--- src/rtl/fetch_pc_unit.sv ---
// rtl/fetch_pc_unit.sv - fetch PC sequencer with redirect buffering and post-redirect flush
// Optional macro BRANCH_STATS_EN adds the taken_count output (accepted taken-branch counter).
module fetch_pc_unit #(
    parameter logic [31:0] RESET_PC     = 32'h0000_2000,
    parameter int unsigned FLUSH_CYCLES = 2
) (
    input  logic        clk,
    input  logic        rst_n,
    input  logic        stall,
    input  logic        imem_ready,
    input  logic        br_taken,
    input  logic [31:0] br_target,
    input  logic        jump,
    input  logic [31:0] jump_target,
    output logic [31:0] pc,
    output logic        pc_valid,
    output logic        flush,
    output logic        redirect_pending
`ifdef BRANCH_STATS_EN
    ,
    output logic [31:0] taken_count
`endif
);

    typedef enum logic [1:0] {
        ST_RUN   = 2'd0,
        ST_PEND  = 2'd1,
        ST_FLUSH = 2'd2
    } state_t;

    localparam logic [2:0] FLUSH_INIT = 3'(FLUSH_CYCLES);

    state_t      state_q, state_d;
    logic [31:0] pc_q, pc_d;
    logic [31:0] pend_tgt_q, pend_tgt_d;
    logic [2:0]  flush_cnt_q, flush_cnt_d;
    logic        live_q, live_d;

    logic        hold;
    logic        redirect;
    logic [31:0] target_al;
    logic [31:0] pc_inc;

    always_comb begin
        hold      = stall | ~imem_ready;
        redirect  = br_taken | jump;
        // Branch resolves in EX, so it is older than a jump in ID and wins.
        target_al = (br_taken ? br_target : jump_target) & 32'hFFFF_FFFC;
        pc_inc    = pc_q + 32'd4;
    end

    always_comb begin
        state_d     = state_q;
        pc_d        = pc_q;
        pend_tgt_d  = pend_tgt_q;
        flush_cnt_d = flush_cnt_q;
        live_d      = 1'b1;

        case (state_q)
            ST_RUN: begin
                if (redirect) begin
                    if (hold) begin
                        pend_tgt_d = target_al;
                        state_d    = ST_PEND;
                    end else begin
                        pc_d        = target_al;
                        flush_cnt_d = FLUSH_INIT;
                        state_d     = ST_FLUSH;
                    end
                end else if (!hold && live_q) begin
                    // The first cycle after reset presents RESET_PC without fetching it.
                    pc_d = pc_inc;
                end
            end
            ST_PEND: begin
                if (!hold) begin
                    pc_d        = pend_tgt_q;
                    flush_cnt_d = FLUSH_INIT;
                    state_d     = ST_FLUSH;
                end
            end
            ST_FLUSH: begin
                if (!hold) begin
                    pc_d = pc_inc;
                end
                if (flush_cnt_q <= 3'd1) begin
                    flush_cnt_d = 3'd0;
                    state_d     = ST_RUN;
                end else begin
                    flush_cnt_d = flush_cnt_q - 3'd1;
                end
            end
            default: begin
                state_d = ST_RUN;
            end
        endcase
    end

    always_ff @(posedge clk or negedge rst_n) begin
        if (!rst_n) begin
            state_q     <= ST_RUN;
            pc_q        <= RESET_PC;
            pend_tgt_q  <= 32'd0;
            flush_cnt_q <= 3'd0;
            live_q      <= 1'b0;
        end else begin
            state_q     <= state_d;
            pc_q        <= pc_d;
            pend_tgt_q  <= pend_tgt_d;
            flush_cnt_q <= flush_cnt_d;
            live_q      <= live_d;
        end
    end

    assign pc               = pc_q;
    assign pc_valid         = live_q & (state_q != ST_FLUSH);
    assign flush            = (state_q == ST_FLUSH);
    assign redirect_pending = (state_q == ST_PEND);

`ifdef BRANCH_STATS_EN
    logic [31:0] taken_q, taken_d;

    // Counted when the branch is accepted in RUN, so a buffered branch counts once.
    always_comb begin
        taken_d = taken_q;
        if (state_q == ST_RUN && br_taken && taken_q != 32'hFFFF_FFFF) begin
            taken_d = taken_q + 32'd1;
        end
    end

    always_ff @(posedge clk or negedge rst_n) begin
        if (!rst_n) begin
            taken_q <= 32'd0;
        end else begin
            taken_q <= taken_d;
        end
    end

    assign taken_count = taken_q;
`endif

endmodule

--- config.mk ---
export PLATFORM = sky130hd
export DESIGN_NAME = fetch_pc_unit
export DESIGN_NICKNAME = d
export VERILOG_FILES = /design/src/rtl/fetch_pc_unit.sv
export SDC_FILE = /design/constraint.sdc
export NUM_CORES = 1
export LEC_CHECK = 0
export ABC_AREA = 1
export BUFFER_PORTS_ARGS = -buffer_cell sky130_fd_sc_hd__buf_2
export CAP_MARGIN = 10
export CELL_PAD_IN_SITES_DETAIL_PLACEMENT = 1
export CELL_PAD_IN_SITES_GLOBAL_PLACEMENT = 1
export CORE_MARGIN = 3
export CORE_UTILIZATION = 39
export CTS_CLUSTER_DIAMETER = 40
export DETAILED_ROUTE_END_ITERATION = 6
export PLACE_DENSITY = 0.79
export SLEW_MARGIN = 20
export SYNTH_ARGS = -nofsm -noshare
export SYNTH_HDL_FRONTEND = slang
export SYNTH_SLANG_ARGS = --single-unit
--- constraint.sdc ---
create_clock -name clk -period 2.1 [get_ports clk]
set_clock_uncertainty 0.2 [all_clocks]
set_input_delay 0.315 -clock clk [delete_from_list [all_inputs] [get_ports clk]]
set_output_delay 0.315 -clock clk [all_outputs]
set_load 0.01 [all_outputs]
Yosys cells after proc, flatten, opt, wreduce, memory -nomap -nowiden
Index checks and enable logic that the tools add are counted.
{ "word_totals": {"wordCells": 45, "regBits": 68, "output_inout_bits": 35, "in_bits": 70} }
{ "op_classes": {"n_mux": 16, "addsub": 2, "eq_ne": 9, "bitwise_logic": 4, "magnitude_cmp": 1, "n_reduce_logical": 8} }
{ "ops": {"columns": ["cell", "n"], "rows": [
  ["$mux 32", 6],
  ["$pmux 32 s3", 1],
  ["$add 32x3->32 const B", 1],
  ["$mux 3", 3],
  ["$pmux 3 s3", 1],
  ["$mux 2", 4],
  ["$ne 2x2->1 const B", 4],
  ["$ne 3x3->1 const B", 2],
  ["$pmux 2 s3", 1],
  ["$reduce_and 3->1", 2],
  ["$reduce_and 5->1", 1],
  ["$le 3x1->1 const B", 1],
  ["$reduce_bool 3->1", 1],
  ["$sub 3x1->3 const B", 1],
  ["$eq 2x1->1 const B", 1],
  ["$eq 2x2->1 const B", 1],
  ["$logic_not 2->1", 1],
  ["$ne 2x1->1 const B", 1],
  ["$or 1x1->1", 2],
  ["$reduce_and 2->1", 1],
  ["$and 1x1->1", 1],
  ["$logic_and 1x1->1", 1],
  ["$logic_not 1->1", 1],
  ["$not 1->1", 1]
]} }

Depth between registers and ports, before layout
Gate-level depths: netlist of run 1.
{ "logic_depth": {"depth_word": 7, "mapped_depth": 13, "depth_no_buf": 13} }

Least setup slack after synthesis of run 1
No wires, ideal clock.
{ "synth_path": {"kind": "reg2reg", "from": "register state_q[0]", "to": "register pc_q[14] (netlist: pc[14])", "setup_slack_ns": 0.105, "arrival_ns": 1.671, "stages_incl_launch_ff": 11, "required_time_ns": 1.776, "setup_time_ns": 0.124, "period_less_slack_ns": 1.995, "n_path_buf": 2, "cell_sequence": "dfrtp_1 inv_1 ha_1 clkbuf_1 o21ai_0 o21ai_1 nor2_4 inv_2 buf_4 a21oi_1 a21oi_1"} }
{ "synth_between": {"elab_chain_len": 3, "elab_cells_between_ends": 10, "cone_classes": "eq/ne: 6; mux: 1; reduce/logical: 3"} }
{ "synth_rtl": {"columns": ["item", "line", "source"], "rows": [
  ["start, declared", "33", "state_t state_q, state_d;"],
  ["start signal, assigned", "107", "state_q <= state_d;"],
  ["$eq 2x2->1 (*)", null, null],
  ["named net flush", "17", "output logic flush,"],
  ["$ne 2x2->1 (no source line) / $reduce_bool 3->1 (equally long branches)", null, null],
  ["$reduce_and 5->1 (no source line)", null, null],
  ["end signal, assigned", "108", "pc_q <= pc_d;"],
  ["end, declared", "34", "logic [31:0] pc_q, pc_d;"]
]} }
The timed path passes the listed nets; every way through them passes the cells marked *.
A chain may end at the register's enable or synchronous reset.

Worst setup path after layout of run 1
{ "layout_path": {"from": "register state_q[0]", "to": "register pc_q[9] (netlist: pc[9])"} }
{ "layout_between": {"elab_chain_len": 3, "elab_cells_between_ends": 10, "cone_classes": "eq/ne: 6; mux: 1; reduce/logical: 3"} }
{ "layout_rtl": {"columns": ["item", "line", "source"], "rows": [
  ["$eq 2x2->1, or another cell as far along", "59", "case (state_q)"],
  ["$ne 2x2->1 (no source line), or another cell as far along", null, null],
  ["$reduce_and 5->1 (no source line)", null, null]
]} }
Several ways; a longest one is shown, not always the timed one.

==> impl_metrics.py, run 1 <==
metrics = {
    "status": {
        "status": "completed",
    },
    "timing": {
        "hold_viol": 0,
        "fin_crit_sh": 0.9926,
        "setup_viol": 0,
        "finalCriticalPeriod_ns": 2.085,
        "setup_tns_ns": 0,
        "grt_setup_unrepaired": "yes",
        "fmax_mhz": 479.7,
        "drv_slew": 0,
    },
    "layout": {
        "antennaDiodeCount": 0,
        "stdcell_area_um2": 6265,
        "drive_gt1_frac": 0.2669,
        "area_growth_syn_to_layout_pct": 26.50,
        "final_cell_mix": "228 x nand2_1, 98 x buf_2, 79 x inv_1, 73 x o21ai_0, 60 x dfrtp_1",
        "nFillCells": 1613,
        "fin_cells": 996,
        "layout_commonest_cell": "nand2_1",
        "nets": 900,
    },
    "logic_synthesis": {
        "synth.distinct_cells": 38,
        "syn_area_per_cell_um2": 6.878,
        "syn_inst": 720,
        "netlist_area_um2": 4952,
        "yosysSeqAreaShare": 0.3338,
        "ys.warnings.count": 0,
        "synth_seq_cells": 66,
    },
    "clock_network": {
        "root_buffer": "clkbuf_16",
        "cts_buffers": 9,
        "clk_latency_ns": 0.34,
        "cts_tree": "yes",
        "h-tree-depth": 3,
        "cts.sinks": 66,
        "cts.clk_slew.worst_paths_ns": 0.06,
        "clk_path_buf_depth": 2,
    },
    "placed_design": {
        "dpl-instance-area_um2": 5709,
        "io_buffer_count": 98,
        "place_inst": 972,
        "hpwl_mm": 11.65,
        "place.gp.congestion": 0.8821,
    },
    "global_routing": {
        "grt_busiest_layer": "met2",
        "first_global_vias": 5657,
        "grt_max_degree": 67,
        "met2_usage": 0.4334,
        "grt_usage": 0.2448,
        "grt_pass1_wl_mm": 27.96,
        "antenna_found_initial": 0,
        "grt_use_met3": 0.03684,
        "overflow": 0,
        "use_met1": 0.3017,
    },
    "detailed_routing": {
        "vias_per_cell": 5.274,
        "avgRoutedWirePerCell_um": 17.86,
        "wirelength_mm": 17.79,
        "ant_nets": 0,
        "drc": 0,
        "first_iter_violations": 233,
        "drt_first_pass_iters": 6,
        "num_vias": 5253,
    },
    "critical_path": {
        "arrival_ns": 2.14,
        "rrSetupSlack_ns": 0.02,
        "end_kind": "flip-flop",
        "critPathLaunchType": "flip-flop",
        "cp_max_fo": 18,
        "worst_ep_required_time_ns": 2.15,
        "crit_type": "flip-flop to flip-flop",
    },
    "hold_path": {
        "hold_path.class": "input port to flip-flop",
    },
    "flow_run": {
        "maxCapViolations": 0,
    },
    "floorplanning": {
        "initial_core_util": 0.4055,
        "io-pin-count": 105,
        "dieArea_um2": 14090,
        "core_um2": 12210,
        "rows": 40,
        "die_w_um": 118.7,
        "die_h_um": 118.7,
    },
    "power": {
        "ir_worst_vdd_mv": 0.7813,
        "powerDensity_nw_per_um2": 1594,
        "p_leak_uw": 0.003038,
    },
}
worst max-delay path, stage by stage (launching register included):
cell and delay [ns]:
dfrtp_2 0.38, inv_1 0.07, ha_2 0.24, o21ai_0 0.21, o21ai_1 0.14, nor2_4 0.20
buf_12 0.14, buf_8 0.16, nor2_1 0.06, a31oi_1 0.18
registers in the layout, summed over array words and instances (netlist names):
signal	flops
live_q	1
state_q	2
pend_tgt_q	30
pc	30
flush_cnt_q	3
final timing paths:
kind	from	end	cells after the start
setup reg to reg	state_q[0]	pc[9]	9
hold reg to reg	flush_cnt_q[2]	flush_cnt_q[2]	1
max in group asynchronous	rst_n	pc[10]	3
hold / removal	jump_target[3]	pend_tgt_q[3]	4
setup / recovery	state_q[0]	pc[9]	9
min in group asynchronous	rst_n	pend_tgt_q[13]	3
synth_stat cells, drive strengths merged:
| cell type | number | area share |
|---|---|---|
| a31oi | 8 | 0.010 |
| nand4 | 1 | 0.0013 |
| a22oi | 2 | 0.0030 |
| a21oi | 35 | 0.035 |
| or2 | 2 | 0.0025 |
| clkinv | 1 | 0.00076 |
| o221ai | 1 | 0.0018 |
| nor2 | 67 | 0.071 |
| buf | 22 | 0.028 |
| nand3 | 34 | 0.034 |
| inv | 82 | 0.062 |
| conb | 2 | 0.0015 |
| dfrtp | 65 | 0.33 |
| o21a | 1 | 0.0015 |
| xor2 | 6 | 0.011 |
| nand3b | 6 | 0.0091 |
| o21bai | 7 | 0.011 |
| and2 | 2 | 0.0025 |
| o22ai | 1 | 0.0013 |
| ha | 7 | 0.018 |
| dfstp | 1 | 0.0053 |
| mux2 | 35 | 0.080 |
| a32o | 1 | 0.0020 |
| clkbuf | 12 | 0.0091 |
| nand2 | 236 | 0.18 |
| o21ai | 75 | 0.076 |
| o211ai | 2 | 0.0030 |
| xnor2 | 6 | 0.011 |
area by class of cell:
| cell class | count | area (µm²) | share of cell area |
|---|---|---|---|
| timing repair buffer | 124 | 850.8 | 0.1358 |
| inverter | 83 | 327.8 | 0.05233 |
| tap | 168 | 210.2 | 0.03355 |
| timing repair inverter | 1 | 8.758 | 0.001398 |
| multi-input combinational | 538 | 2894 | 0.4620 |
| clock buffer | 14 | 254.0 | 0.04054 |
| clock inverter | 2 | 60.06 | 0.009587 |
| sequential | 66 | 1659 | 0.2648 |
routing by layer:
layer	wire (µm)	part of all wire
met5	0	0
met4	382	0.021
met3	700	0.039
met2	9179	0.52
met1	7529	0.42
through the flow:
stage | hold WS, ns | total power [µW] | setup WS (ns) | utilization
after CTS | 0.1242 | 9434 | 0.0007863 | 0.4949
after detailed placement | 0.1776 | 7626 | -0.03625 | 0.4675
final | 0.1272 | 9987 | 0.01546 | 0.5130
after global placement | 0.1729 | 7304 | 0.09016 | 0.4675
after global routing | 0.1644 | 10790 | -0.1087 | 0.5130
after floorplan | -0.1806 | 5786 | 0.1052 | -
report_power, final:
| group | total [µW] | leakage (µW) | switching (µW) | internal [µW] |
|---|---|---|---|---|
| clock network | 1660 | 0.000151 | 584 | 1070 |
| registers | 2610 | 0.000779 | 668 | 1950 |
| logic | 5710 | 0.00211 | 3490 | 2220 |
repair_timing:
action,4_1_cts,5_1_grt
pin swaps,0,12
gates cloned,0,2
hold buffers,1,0
resized for setup,3,40
hold endpoints to repair,65,0
endpoints found under the setup margin,20,30
buffers inserted,0,5
logic make-up after synthesis:
kind of cell               count (synthesis)  synth area share
buffers and inverters                    117           0.09980
xor gates and xnor gates                  12           0.02122
other                                      2          0.001516
muxes                                     35           0.07959
and+or+nand+nor                          348            0.3019
AOI/OAI and AO/OA                        133            0.1445
DFF                                       66            0.3338
adders and majority gates                  7           0.01768
(Power assumes the default switching activity.)
==> run 2, diff against run 1 <==
Settings changed: ABC_AREA 1 to default, CORE_ASPECT_RATIO from default to 1.1, CORE_UTILIZATION 39 to 41, PLACE_DENSITY 0.79 to 0.8.
==> run 2 against run 1 <==
The run now ends with negative setup slack left; maximum frequency is 19% lower; sequential share of layout area is 3.0 points lower; synthesized area is 3.5% lower; die area is 7.8% lower; largest power group unchanged.
==> impl_metrics.py, run 2 <==
metrics = {
    "clock_network": {
        "clk_latency_ns": 0.35,
        "root_buffer": "clkbuf_16",
        "cts.sinks": 66,
        "cts.clk_slew.worst_paths_ns": 0.06,
        "h-tree-depth": 3,
        "cts_buffers": 9,
        "clk_path_buf_depth": 2,
        "cts_tree": "yes",
    },
    "floorplanning": {
        "initial_core_util": 0.4283,
        "io-pin-count": 105,
        "rows": 40,
        "core_um2": 11160,
        "dieArea_um2": 12990,
        "die_h_um": 119.2,
        "die_w_um": 108.9,
    },
    "timing": {
        "finalCriticalPeriod_ns": 2.573,
        "tightest_slew_ns": 0.8065,
        "fmax_mhz": 388.7,
        "setup_tns_ns": -10.29,
        "hold_ws_ns": 0.08452,
        "hold_viol": 0,
        "fin_crit_sh": 1.225,
        "slew_headroom": 0.4599,
        "grt_setup_unrepaired": "yes",
        "drv_slew": 0,
        "setup_viol": 30,
        "final.setup.worst_slack_ns": -0.4726,
    },
    "detailed_routing": {
        "first_iter_violations": 773,
        "wirelength_mm": 26.66,
        "num_vias": 6496,
        "vias_per_cell": 6.962,
        "drc": 0,
        "drt_first_pass_iters": 6,
        "avgRoutedWirePerCell_um": 28.58,
        "ant_nets": 0,
    },
    "critical_path": {
        "worst_ep_required_time_ns": 2.12,
        "end_kind": "flip-flop",
        "crit_type": "flip-flop to flip-flop",
        "critPathMostFrequentCell": "buf_6",
        "path_cells": "buf_6 -> ha_4 -> or3_4 -> a211oi_4 -> buf_6 -> buf_6 -> mux2i_4 -> a211oi_2 -> o31ai_2",
        "critPathMaxStageDelay_ns": 0.44,
        "arrival_ns": 2.59,
        "rrSetupSlack_ns": -0.47,
        "slowest_stage": "dfrtp_2",
        "critPathLaunchType": "flip-flop",
        "cp_max_fo": 5,
        "cp_top_family": "compound AO/OA/AOI/OAI gates",
        "worst-path-buf-inv": 3,
    },
    "hold_path": {
        "hold_path.class": "input port to flip-flop",
    },
    "global_routing": {
        "grt_pass1_wl_mm": 39.48,
        "overflow": 0,
        "grt_usage": 0.3986,
        "antenna_found_initial": 0,
        "grt_max_degree": 67,
        "first_global_vias": 6956,
    },
    "logic_synthesis": {
        "netlist_area_um2": 4780,
        "synthFlopType": "dfrtp_1",
        "ys.warnings.count": 0,
        "post-synth-top-count-cell": "nand2_1",
        "yosysSeqAreaShare": 0.3458,
        "synth_top_area_frac": 0.3403,
        "synth_seq_cells": 66,
        "syn_area_per_cell_um2": 8.129,
        "synth.distinct_cells": 65,
        "synth_area_leaders": "dfrtp_1 34%, mux2i_1 7.5%, o21ai_0 7.3%, nand2_1 6.4%, a21oi_1 3.1%",
        "syn_inst": 588,
        "ys_async_sr_fraction": 1.000,
        "netlist_top_cells_count": "82 x nand2_1, 70 x o21ai_0, 65 x dfrtp_1",
        "synth-edff-count": 0,
        "synth_area_leader_cell": "dfrtp_1",
    },
    "placed_design": {
        "hpwl_mm": 14.06,
        "dpl-instance-area_um2": 6200,
        "place_inst": 896,
        "io_buffer_count": 98,
        "place.gp.congestion": 0.9318,
    },
    "status": {
        "violations": "negative setup slack",
        "status": "finished, violations left",
    },
    "layout": {
        "stdcell_area_um2": 7059,
        "final_cell_mix": "100 x buf_4, 98 x buf_2, 77 x nand2_1, 61 x dfrtp_1, 53 x o21ai_0",
        "nFillCells": 1331,
        "multi_input_area_um2": 3218,
        "drive_gt1_frac": 0.4020,
        "fin_cells": 933,
        "seqCellArea_um2": 1658,
        "nets": 858,
        "area_growth_syn_to_layout_pct": 47.70,
        "layout_commonest_cell": "buf_4",
        "antennaDiodeCount": 0,
    },
    "power": {
        "power_uw": 11790,
        "p_leak_uw": 0.003158,
        "ir_worst_vdd_mv": 0.6000,
        "powerDensity_nw_per_um2": 1670,
    },
    "flow_run": {
        "maxCapViolations": 0,
    },
}
-- run 2: repair_timing --
| action | CTS | global route |
|---|---|---|
| hold buffers | 1 | 0 |
| pin swaps | 16 | 8 |
| endpoints found under the setup margin | 35 | 33 |
| resized for setup | 68 | 23 |
| cloned | 0 | 0 |
| buffers inserted | 16 | 4 |
| hold endpoints to repair | 65 | 0 |
-- run 2: final cells by class --
type,instances,share of cell area
well taps,147,0.02605
clock buffers,14,0.03740
repair buffers,227,0.2340
multi-input cells,465,0.4559
clock inverters,2,0.004963
inverters,12,0.006912
flip-flops and latches,66,0.2348
-- run 2: worst reg2reg max path, cell delays in order, from the launching register on --
cell	delay (ns)
dfrtp_2	0.44
buf_6	0.14
ha_4	0.16
or3_4	0.39
a211oi_4	0.34
buf_6	0.18
buf_6	0.13
mux2i_4	0.08
a211oi_2	0.26
o31ai_2	0.12
-- run 2: through the flow --
step / utilization / setup slack, ns
global placement: 0.5555 / -0.3703
CTS: 0.6201 / -0.3945
global route: 0.6325 / -0.5000
detailed placement: 0.5555 / -0.4601
finish: 0.6325 / -0.4726
floorplan: - / -0.2652
-- run 2: path summary, 6_finish.rpt --
path / startpoint / endpoint / depth (start not counted)
setup / recovery: state_q[0] / pc[26] / 9
hold / removal: jump_target[2] / pend_tgt_q[2] / 3
setup reg to reg: state_q[0] / pc[26] / 9
hold reg to reg: pend_tgt_q[9] / pend_tgt_q[9] / 2
max in group asynchronous: rst_n / pc[13] / 3
min in group asynchronous: rst_n / pc[21] / 3
-- run 2: cell families (layout without fill, tap and decap cells) --
family,Yosys count,after routing,share of synthesized area
mux,37,37,0.07775
buf+inv,58,255,0.05262
xor+xnor,9,9,0.01649
fa+ha+maj,7,7,0.01832
other cells,2,3,0.001571
simple gates,209,209,0.2186
flops,66,66,0.3458
compound gates,200,200,0.2689
-- run 2: where the power goes --
group	internal, µW	switching [µW]	leakage, µW
sequential	1910	586	0.000797
combinational	3260	4430	0.00221
clock	985	624	0.000147
total	6150	5640	0.00316
-- run 2: metal layers --
metal,vias to the layer above,wire length [µm],track usage
met1,3195,9513,0.4472
met4,0,2051,0.2991
met3,191,2430,0.07967
met5,-,0,0
li1,2565,-,-
met2,545,12670,0.6548
